**config.mk**
```make
export PLATFORM = sky130hd
export DESIGN_NAME = hazard_scoreboard
export DESIGN_NICKNAME = d
export VERILOG_FILES = /design/src/rtl/hazard_scoreboard.sv
export SDC_FILE = /design/constraint.sdc
export NUM_CORES = 1
export LEC_CHECK = 0
export BUFFER_PORTS_ARGS = -buffer_cell sky130_fd_sc_hd__buf_2
export CAP_MARGIN = 0
export CORE_MARGIN = 3
export CORE_UTILIZATION = 51
export DETAILED_ROUTE_END_ITERATION = 8
export GPL_TIMING_DRIVEN = 0
export PLACE_DENSITY = 0.76
export REMOVE_ABC_BUFFERS = 1
export SLEW_MARGIN = 10
export SYNTH_ARGS = -nofsm -noshare
export SYNTH_HDL_FRONTEND = slang
export SYNTH_SLANG_ARGS = --single-unit
export TNS_END_PERCENT = 20
```
**constraint.sdc**
```tcl
create_clock -name clk -period 2.15 [get_ports clk]
set_clock_uncertainty 0.05 [all_clocks]
set_input_delay 0.3225 -clock clk [delete_from_list [all_inputs] [get_ports clk]]
set_output_delay 0.3225 -clock clk [all_outputs]
set_load 0.005 [all_outputs]
```
**src/rtl/hazard_scoreboard.sv**
```systemverilog
// Per-register RAW scoreboard for a 4-stage pipeline: counts down cycles until each
// in-flight write is visible to decode, and stalls decode while a source is pending.
module hazard_scoreboard #(
  parameter int LAT = 3,
  parameter int CW  = 3,
  parameter int SCW = 16
) (
  input  logic           clk,
  input  logic           rst,
  input  logic           issueValid,
  input  logic [2:0]     rd1Sel,
  input  logic           rd1Used,
  input  logic [2:0]     rd2Sel,
  input  logic           rd2Used,
  input  logic           wrEn,
  input  logic [2:0]     wrSel,
  input  logic           doBranch,
  input  logic           memStall,
  output logic           hazStall,
  output logic [7:0]     busy,
  output logic           pipeEmpty,
  output logic [SCW-1:0] stallCnt
);

  logic [CW-1:0] count [8];
  logic          conflict;
  logic          alloc;

  always_comb begin
    for (int i = 0; i < 8; i++) begin
      busy[i] = (count[i] != '0);
    end
  end

  assign pipeEmpty = (busy == 8'h00);
  assign conflict  = (rd1Used & busy[rd1Sel]) | (rd2Used & busy[rd2Sel]);
  assign hazStall  = issueValid & conflict & ~doBranch;
  assign alloc     = issueValid & wrEn & ~hazStall & ~doBranch & ~memStall;

  // A frozen pipe holds every countdown; otherwise the youngest writer reloads LAT.
  always_ff @(posedge clk or negedge rst) begin
    if (!rst) begin
      for (int i = 0; i < 8; i++) begin
        count[i] <= '0;
      end
      stallCnt <= '0;
    end else if (!memStall) begin
      for (int i = 0; i < 8; i++) begin
        if (alloc && (wrSel == i[2:0])) begin
          count[i] <= CW'(LAT);
        end else if (count[i] != '0) begin
          count[i] <= count[i] - CW'(1);
        end
      end
      if (hazStall && (stallCnt != '1)) begin
        stallCnt <= stallCnt + SCW'(1);
      end
    end
  end

endmodule

```
==> run_results.csv, run 1 <==
group,metric,value,unit
setup_path,worstPathCellList,"inv_2 -> ha_4 -> nor2b_4 -> mux2_4 -> a211o_1 -> and3_4 -> nor2_1 -> buf_2",
routing,drcViolationCount,0,
logic_synthesis,avgSynthCellArea,9.41,sq um
floorplan,die-area,5800,sq um
sta,hold_violations,0,
setup_path,reg2reg_depth,10,
clock_tree,numCtsBuffers,5,
setup_path,r2r-end,"stallCnt[1]",
floorplan,dieHeight,76.2,um
cells_and_area,areaGrowthSynthToFinish,34.7,%
floorplan,dieWidth,76.2,um
place,pre_cts_slack,-914,ps
routing,wire_per_inst,16.3,um
setup_path,crit_path_max_fanout,3,
power_and_ir_drop,p_leak,1.59,nW
logic_synthesis,synth_cells,267,
power_and_ir_drop,powerDensity,1180,nW/um^2
clock_tree,ctsHoldBuffers,0,
floorplan,io_pins,43,
setup_path,crit_slowest_cell,"dfrtp_1",
global_route,gr-total-overflow,0,
clock_tree,insertion_delay,300,ps
logic_synthesis,synthDistinctLibCells,41,
setup_path,arrival,1950,ps
clock_tree,root_buffer,"clkbuf_8",
place,dpl.cell_count,368,
clock_tree,clock-sinks,40,
cells_and_area,final_common_cell,"buf_2",
routing,antenna_left,0,
cells_and_area,nets,367,
sta,fin_crit,2320,ps
routing,vias,2186,
outcome,status,"complete, but fails checks",
run,max-cap-violations,0,
floorplan,initial_core_util,55.0,%
sta,setup-violations-final,10,
routing,vias_per_cell,5.48,
logic_synthesis,ys_ff_latch,40,
clock_tree,clk_pin_slew_worst_paths,80,ps
clock_tree,cts_max_path_buffers,2,
cells_and_area,fin_cells,399,
global_route,grt_pass1_vias,2200,
logic_synthesis,yosysSeqAreaShare,39.8,%
routing,wl,6490,um
place,place_congestion,0.809,
logic_synthesis,synth_area,2510,sq um
sta,worst_pin_slew,921,ps
place,hpwlAfterDp,3830,um
power_and_ir_drop,ir_drop,0.584,mV
worst_hold_path,min_path_type,"in2async",
setup_path,cp-start-kind,"flop",
logic_synthesis,yosysWarnings,0,
routing,dr.pass1.iters,4,
place,io_buffers,42,
floorplan,rows,24,
sta,tns,-606,ps
global_route,antenna_found_initial,0,
clock_tree,cts_tree,"done",
floorplan,core_area,4560,sq um
global_route,grt_max_degree,41,
setup_path,r2r_setup_slack,-160,ps
setup_path,worstSetupPathType,"reg2out",
sta,setup_ws,-172,ps
sta,hold-worst-slack,101,ps
cells_and_area,layout_common_cells,"42 x buf_2, 40 x dfrtp_1, 22 x nand2_1",
sta,rsz0062_at_grt,"true",
clock_tree,ctsHtreeMaxLevel,2,
sta,final_max_slew_viol_count,0,
setup_path,critPathRequiredTime,1780,ps
global_route,grtUsageTotal,22.5,%
sta,post-route-period-util,108,%
sta,max_clock_freq,0.431,GHz
global_route,grt_first_pass_wirelength,10600,um
cells_and_area,final_util,74.2,%
routing,drt_iter0_drc,95,
cells_and_area,fill_cells,335,
setup_path,crit_start,"count[0]",
outcome,violations,"setup timing",
setup_path,regToRegStartpoint,"count[0]",
setup_path,end_kind,"output pin",
setup_path,critical-path-max-stage-delay,370,ps
sta,relSlewSlack,38.6,%
cells_and_area,drive_above_1_share,37.7,%
cells_and_area,antennaDiodeCount,0,
==> Yosys cell counts (all sizes together) <==
library cell | count | area [sq um]
a2111oi | 2 | 25.0
a211o | 1 | 8.76
a21boi | 4 | 30.0
a21oi | 4 | 20.0
a22oi | 1 | 7.51
a31oi | 2 | 12.5
and3 | 3 | 18.8
and3b | 2 | 17.5
buf | 3 | 27.5
clkbuf | 3 | 11.3
dfrtp | 40 | 1000
ha | 17 | 213
inv | 30 | 113
mux2 | 3 | 33.8
mux2i | 4 | 40.0
nand2 | 22 | 82.6
nand2b | 5 | 31.3
nand3 | 5 | 25.0
nand3b | 3 | 22.5
nand4 | 5 | 31.3
nor2 | 21 | 78.8
nor2b | 12 | 75.1
nor3 | 10 | 65.1
nor3b | 5 | 42.5
nor4 | 4 | 40.0
nor4b | 1 | 15.0
nor4bb | 3 | 30.0
o2111ai | 1 | 8.76
o21ai | 14 | 70.1
o21bai | 1 | 7.51
o221ai | 1 | 8.76
o311ai | 7 | 61.3
or2 | 1 | 6.26
or4 | 4 | 30.0
xnor2 | 9 | 78.8
xor2 | 14 | 123
==> worst max-delay path, delay by kind of cell (launching register included) <==
family | cells | cell delay, ps
buffers and inverters | 2 | 180
AOI/OAI and AO/OA | 1 | 270
adders and majority gates | 1 | 150
muxes | 1 | 260
DFF | 1 | 370
and+or+nand+nor | 3 | 390
==> how the worst max path moves through the flow <==
stage	end	slack [ps]	depth (start not counted)
detailed placement	count[17]	-910	8
global route	hazStall	-250	8
finish	hazStall	-170	8
global placement	count[17]	-890	8
CTS	hazStall	-150	8
floorplan	stallCnt[1]	-330	8
==> sequential cells by signal, indices dropped and copies added (netlist names) <==
signal    count
count        24
stallCnt     16
==> power breakdown <==
part	switching, mW	internal, mW	total [mW]	leakage, nW
combinational	0.987	1.06	2.04	1.02
clock	0.273	0.410	0.683	0.0645
sequential	0.244	1.03	1.27	0.501
total	1.50	2.49	4.00	1.59
==> per-stage QoR <==
stage	area, sq um	total power, mW
2_1_floorplan	2470	2.17
3_3_place_gp	2770	2.52
3_5_place_dp	2770	2.58
4_1_cts	3260	3.80
5_1_grt	3380	4.33
6_report	3380	4.00
==> routing by layer <==
metal	vias up	share of wire [%]	GRT usage (%)
met5	-	0	0
met4	0	1.2	6.88
met3	8	4.6	5.20
met2	47	53	39.1
met1	1082	41	27.9
li1	1049	-	-
==> logic make-up after synthesis <==
logic type | synth area share, %
AND/OR/NAND/NOR | 24.4
flip-flops | 39.8
AO/OA/AOI/OAI | 10.4
buffers and inverters | 6.03
XOR/XNOR | 8.02
adder cells (fa/ha/maj) | 8.47
multiplexers | 2.94
==> timing repair <==
action,CTS,global route
pin swaps,15,11
resized for setup,52,27
endpoints found under the setup margin,42,35
cloned,1,1
setup buffers,16,5
==> layout make-up <==
| class | instances | area [sq um] | area share, % |
|---|---|---|---|
| multi-input cells | 193 | 1690 | 49.9 |
| inverters | 30 | 113 | 3.33 |
| clock buffers | 7 | 96.3 | 2.85 |
| flip-flops and latches | 40 | 1000 | 29.6 |
| clock inverters | 1 | 30.0 | 0.887 |
| well taps | 65 | 81.3 | 2.40 |
| repair buffers | 63 | 375 | 11.1 |
No activity file was read; power rests on OpenSTA's default activity.
==> run 2: changes to the inputs <==
Settings changed: ABC_AREA set to 1, PLACE_DENSITY 0.76 to 0.75.
==> run 2 against run 1 <==
The run now ends clean. Largest cell class unchanged. Clock-buffer cell count decreased by 1. Power rose by 5.8%. Wire length up 8.5%. Cell area rose by 4.7%. Critical path type unchanged. Worst hold slack gained 11 ps. Global-route usage decreased by 0.97 points. Die area rose by 14%. Non-clock buffer count up 1. Largest power group unchanged. Synthesized area increased by 15%. Clock power decreased by 9.8%. Register-to-register slack improved by 270 ps. First-iteration DRC count up 39%.
==> run_results.csv, run 2 <==
group,metric,value,unit
outcome,status,"finished clean",
global_route,grt_first_pass_wirelength,11200,um
logic_synthesis,async_flop_share,100,%
routing,dr.pass1.iters,4,
sta,final_max_slew_viol_count,0,
floorplan,core_area,5300,sq um
cells_and_area,final_common_cell,"nand2_1",
setup_path,cp-start-kind,"flop",
power_and_ir_drop,p_int,2.43,mW
setup_path,worstSetupPathType,"reg2out",
floorplan,rows,26,
clock_tree,clock-sinks,40,
sta,worst_pin_slew,940,ps
place,dpl_cell_area,3140,sq um
power_and_ir_drop,p_sw,1.80,mW
logic_synthesis,yosysSeqAreaShare,34.6,%
global_route,grt_max_degree,41,
setup_path,arrival,1770,ps
logic_synthesis,yosysMostFrequentCell,"nand2_1",
clock_tree,numCtsBuffers,5,
place,hpwlAfterDp,4640,um
setup_path,critPathRequiredTime,1780,ps
floorplan,dieHeight,81.3,um
setup_path,end_kind,"output pin",
logic_synthesis,ys_ff_latch,40,
floorplan,initial_core_util,54.6,%
floorplan,die-area,6610,sq um
place,pre_cts_slack,-115,ps
cells_and_area,antennaDiodeCount,0,
cells_and_area,regMostFlops,"count",
power_and_ir_drop,clock_power_share,14.6,%
power_and_ir_drop,powerDensity,1190,nW/um^2
power_and_ir_drop,power_frac_comb,54.8,%
clock_tree,root_buffer,"clkbuf_8",
setup_path,crit_path_max_fanout,3,
cells_and_area,largest_register_ffs,24,
cells_and_area,drive_above_1_share,28.7,%
logic_synthesis,synth_commonest_cells,"146 x nand2_1, 52 x inv_1, 40 x dfrtp_1",
global_route,grt_pass1_vias,2506,
routing,drt_iter0_drc,132,
routing,drcViolationCount,0,
logic_synthesis,yosys.area.top_type,"dfrtp_1",
logic_synthesis,yosysWarnings,0,
cells_and_area,largestRegisters,"count: 24 flops, stallCnt: 16 flops",
cells_and_area,design_area,3540,sq um
logic_synthesis,synth_top_area_share,34.6,%
sta,fin_crit,2140,ps
logic_synthesis,synth_top_flop_cell,"dfrtp_1",
clock_tree,insertion_delay,290,ps
clock_tree,ctsHtreeMaxLevel,2,
routing,wire_per_inst,13.4,um
power_and_ir_drop,ir_drop,0.575,mV
power_and_ir_drop,p_sw_share,42.6,%
logic_synthesis,synth_cells,391,
floorplan,dieWidth,81.3,um
place,place_congestion,0.895,
sta,setup_ws,12.4,ps
routing,vias_per_cell,5.18,
routing,wl,7040,um
clock_tree,clk_pin_slew_worst_paths,90,ps
logic_synthesis,synthDistinctLibCells,29,
place,io_buffers,42,
sta,tns,0,ps
floorplan,io_pins,43,
global_route,grtUsageTotal,21.6,%
cells_and_area,fill_cells,465,
global_route,antenna_found_initial,0,
cells_and_area,nets,490,
sta,setup-violations-final,0,
clock_tree,cts_max_path_buffers,2,
power_and_ir_drop,seqPwrFrac,30.6,%
sta,post-route-period-util,99.4,%
sta,relSlewSlack,37.3,%
cells_and_area,areaGrowthSynthToFinish,22.5,%
power_and_ir_drop,p_leak,2.00,nW
global_route,gr-total-overflow,0,
run,max-cap-violations,0,
logic_synthesis,avgSynthCellArea,7.40,sq um
logic_synthesis,synth_edf_count,0,
sta,rsz0062_at_grt,"true",
logic_synthesis,synth_area,2890,sq um
logic_synthesis,synth.area.top_cells,"dfrtp_1 35%, nand2_1 19%, ha_1 7.4%, inv_1 6.7%, nand3_1 6.1%",
cells_and_area,layout_common_cells,"144 x nand2_1, 42 x buf_2, 40 x dfrtp_1, 37 x inv_1, 34 x nand3_1",
sta,max_clock_freq,0.468,GHz
routing,antenna_left,0,
routing,vias,2732,
worst_hold_path,min_path_type,"in2async",
clock_tree,cts_tree,"done",
sta,hold_violations,0,
power_and_ir_drop,p_total,4.23,mW
[run 2: cell count changes after synthesis, moves of 8 or more]
cell     delta
nor2b_1    -12
nand2_1   +124
nand3_1    +30
o21ai_0    -14
inv_1      +22
nand4_2     +8
[run 2: metal layers]
metal  share of wire, %  vias up  global-route usage [%]
met3                4.4        4                    3.66
met1                 46     1301                    28.3
met2                 49       57                    36.5
li1                   -     1370                       -
met4               0.45        0                    5.74
met5                  0        -                       0
[run 2: timing repair]
item | in CTS | in global routing
gates cloned | 0 | 1
pin swaps | 7 | 11
hold endpoints to repair | 0 | 0
endpoints found under the setup margin | 1 | 29
hold buffers | 0 | 0
resized for setup | 17 | 23
buffers inserted | 10 | 12
[run 2: cells by family (layout without fill, tap and decap cells)]
logic type      count (synthesis)  after routing  synth area share [%]
simple gates                  244            245                  41.1
buf+inv                        63            128                  9.00
flops                          40             40                  34.6
xor+xnor                       22             22                  6.66
fa+ha+maj                      17             17                  7.35
compound gates                  5              5                  1.30
[run 2: stage by stage]
step	cells	util, %	hold WS, ps
finish	527	66.8	111
global route	527	66.8	172
CTS	514	63.8	150
detailed placement	496	59.3	412
global placement	496	59.3	407
floorplan	384	-	-23.1
[run 2: final timing paths]
kind,start,end,slack [ps],cells after the start
min in group clk,memStall,count[5],330,3
max,count[10],hazStall,10,12
max in group asynchronous,rst,count[10],1340,1
min,rst,count[8],110,1
min reg2reg,count[16],count[16],430,2
max reg2reg,count[10],count[18],110,14
[run 2: critical path: stages (launching register included)]
cell and delay, ps:
dfrtp_1 390, inv_1 130, ha_4 160, inv_2 40, nor2_4 120, nand2_1 70
nand3_1 80, nand3_2 100, nand3_4 110, nand2_4 60, nand2_1 60, nor2_1 50
buf_2 120
[run 2: power by group through the flow]
stage / combinational [mW] / sequential, mW / clock (mW)
after floorplan: 1.31 / 1.23 / 0
after global placement: 1.68 / 1.26 / 0
after detailed placement: 1.75 / 1.27 / 0
after CTS: 2.00 / 1.28 / 0.629
after global routing: 2.64 / 1.34 / 0.666
final: 2.32 / 1.29 / 0.616
[run 2: layout make-up]
cell class	count	area, sq um	area share [%]
repair buffers	64	375	10.6
clock inverters	2	35.0	0.988
inverters	56	214	6.04
clock buffers	6	72.6	2.05
flip-flops and latches	40	1000	28.2
well taps	70	87.6	2.47
multi-input cells	289	1760	49.6
==> run 3: changes to the inputs <==
Settings changed: CTS_CLUSTER_SIZE set to 16, PLACE_DENSITY 0.75 to 0.73, TNS_END_PERCENT 20 to 1.
Clock period 2.15 ns to 2.2 ns, I/O delays scaled along.
==> run 3 against run 2 <==
Combinational power shrank 8%. Clock-buffer cell count is the same. Worst setup slack gained 47 ps. Wire length shrank 7.5%. Power down 8.6%. Critical path depth unchanged. Cell area fell by 2.3%. Via count is 3.1% lower.
==> run_results.csv, run 3 (synthesis results as in run 2) <==
group,metric,value,unit
clock_tree,cts_max_path_buffers,2,
worst_hold_path,min_path_type,"in2async",
floorplan,core_area,5300,sq um
floorplan,dieWidth,81.3,um
floorplan,rows,26,
global_route,grt_pass1_vias,2409,
cells_and_area,nets,486,
sta,setup-violations-final,0,
global_route,gr-total-overflow,0,
clock_tree,cts_tree,"done",
cells_and_area,drive_above_1_share,28.3,%
routing,drt_iter0_drc,174,
run,max-cap-violations,0,
global_route,grt_first_pass_wirelength,10600,um
clock_tree,ctsHtreeMaxLevel,2,
global_route,grt_max_degree,41,
routing,wire_per_inst,12.5,um
setup_path,worstSetupPathType,"reg2out",
floorplan,dieHeight,81.3,um
routing,drcViolationCount,0,
cells_and_area,largestRegisters,"count: 24 flops, stallCnt: 16 flops",
sta,setup_ws,59.7,ps
routing,dr.pass1.iters,4,
routing,met3WireLength,320,um
cells_and_area,areaGrowthSynthToFinish,19.7,%
setup_path,r2r-end,"count[15]",
routing,antenna_left,0,
place,place_congestion,0.918,
floorplan,initial_core_util,54.6,%
setup_path,arrival,1760,ps
place,hpwlAfterDp,4680,um
power_and_ir_drop,powerDensity,1120,nW/um^2
setup_path,crit_start,"count[18]",
sta,final_max_slew_viol_count,0,
sta,max_clock_freq,0.467,GHz
power_and_ir_drop,p_leak,1.98,nW
cells_and_area,regMostFlops,"count",
clock_tree,clock-sinks,40,
clock_tree,ctsHoldBuffers,0,
floorplan,die-area,6610,sq um
setup_path,crit_path_max_fanout,3,
outcome,status,"finished clean",
global_route,antenna_found_initial,0,
routing,wl_met1,3160,um
routing,routed.top_layer,"met4",
setup_path,cp-start-kind,"flop",
setup_path,reg2reg_depth,14,
setup_path,critPathRequiredTime,1820,ps
routing,dr_wl_met2,2960,um
cells_and_area,largest_register_ffs,24,
routing,wl,6510,um
cells_and_area,layout_common_cells,"143 x nand2_1, 42 x buf_2, 40 x dfrtp_1, 37 x inv_1, 31 x nand3_1",
clock_tree,root_buffer,"clkbuf_8",
sta,post-route-period-util,97.3,%
setup_path,regToRegStartpoint,"count[18]",
routing,vias,2647,
clock_tree,clk_pin_slew_worst_paths,70,ps
clock_tree,numCtsBuffers,5,
setup_path,cp-endpoint,"hazStall",
sta,hold-worst-slack,121,ps
cells_and_area,fin_cells,522,
cells_and_area,final_common_cell,"nand2_1",
place,dpl.cell_count,496,
routing,vias_per_cell,5.07,
place,io_buffers,42,
sta,worst_pin_slew,910,ps
cells_and_area,antennaDiodeCount,0,
power_and_ir_drop,p_total,3.86,mW
place,pre_cts_slack,-62.9,ps
sta,rsz0062_at_grt,"true",
clock_tree,insertion_delay,280,ps
setup_path,r2r_setup_slack,120,ps
floorplan,io_pins,43,
sta,fin_crit,2140,ps
power_and_ir_drop,ir_drop,0.518,mV
global_route,grtUsageTotal,20.5,%
sta,relSlewSlack,39.3,%
setup_path,end_kind,"output pin",
sta,hold_violations,0,
[run 3: layout make-up]
cell class / instances / area [sq um]
clock buffer: 6 / 72.6
inverter: 56 / 213
sequential: 40 / 1000
timing repair buffer: 61 / 353
tap: 70 / 87.6
multi-input combinational: 288 / 1730
fill: 450 / 1840
clock inverter: 1 / 5.00
[run 3: what timing repair did]
item                       CTS  global route
setup endpoints to repair    1            17
pin swaps                    0            13
setup buffers                2            17
cloned                       0             0
gates resized for setup      4            34
[run 3: worst max-delay path: stages, from the launching register on]
cell and delay (ps):
dfrtp_1 410, inv_2 70, ha_2 180, inv_2 50, nor2_4 130, nand2_1 80, nand3_2 80, nand3_2 100
nand3_4 110, nand2_4 60, nand2_2 50, nor2_1 40, buf_2 120
[run 3: where the power goes]
part	internal [mW]	leakage [nW]	total [mW]	switching (mW)
clock network	0.216	0.0410	0.462	0.246
registers	0.997	0.515	1.27	0.270
logic	0.980	1.42	2.13	1.15
total	2.19	1.98	3.86	1.67
[run 3: worst min path at each step]
stage | startpoint | endpoint | cells past startpoint | slack [ps]
finish | rst | count[14] | 1 | 120
global placement | count[16] | count[16] | 2 | 410
floorplan | rst | count[0] | 0 | -20
CTS | rst | count[9] | 1 | 160
detailed placement | count[4] | count[4] | 2 | 410
global route | rst | count[8] | 1 | 180
[run 3: metal layers]
layer	global-route usage [%]	vias up
met5	0	-
met4	5.24	0
met3	3.22	8
met2	33.6	61
met1	28.2	1219
li1	-	1359
[run 3: per-stage QoR]
step / TNS, ps / utilization (%) / instance area [sq um]
after floorplan: 0 / - / 2850
after global placement: -277 / 59.3 / 3140
after detailed placement: -561 / 59.3 / 3140
after CTS: 0 / 61.4 / 3260
after global routing: -195 / 65.3 / 3460
final: 0 / 65.3 / 3460
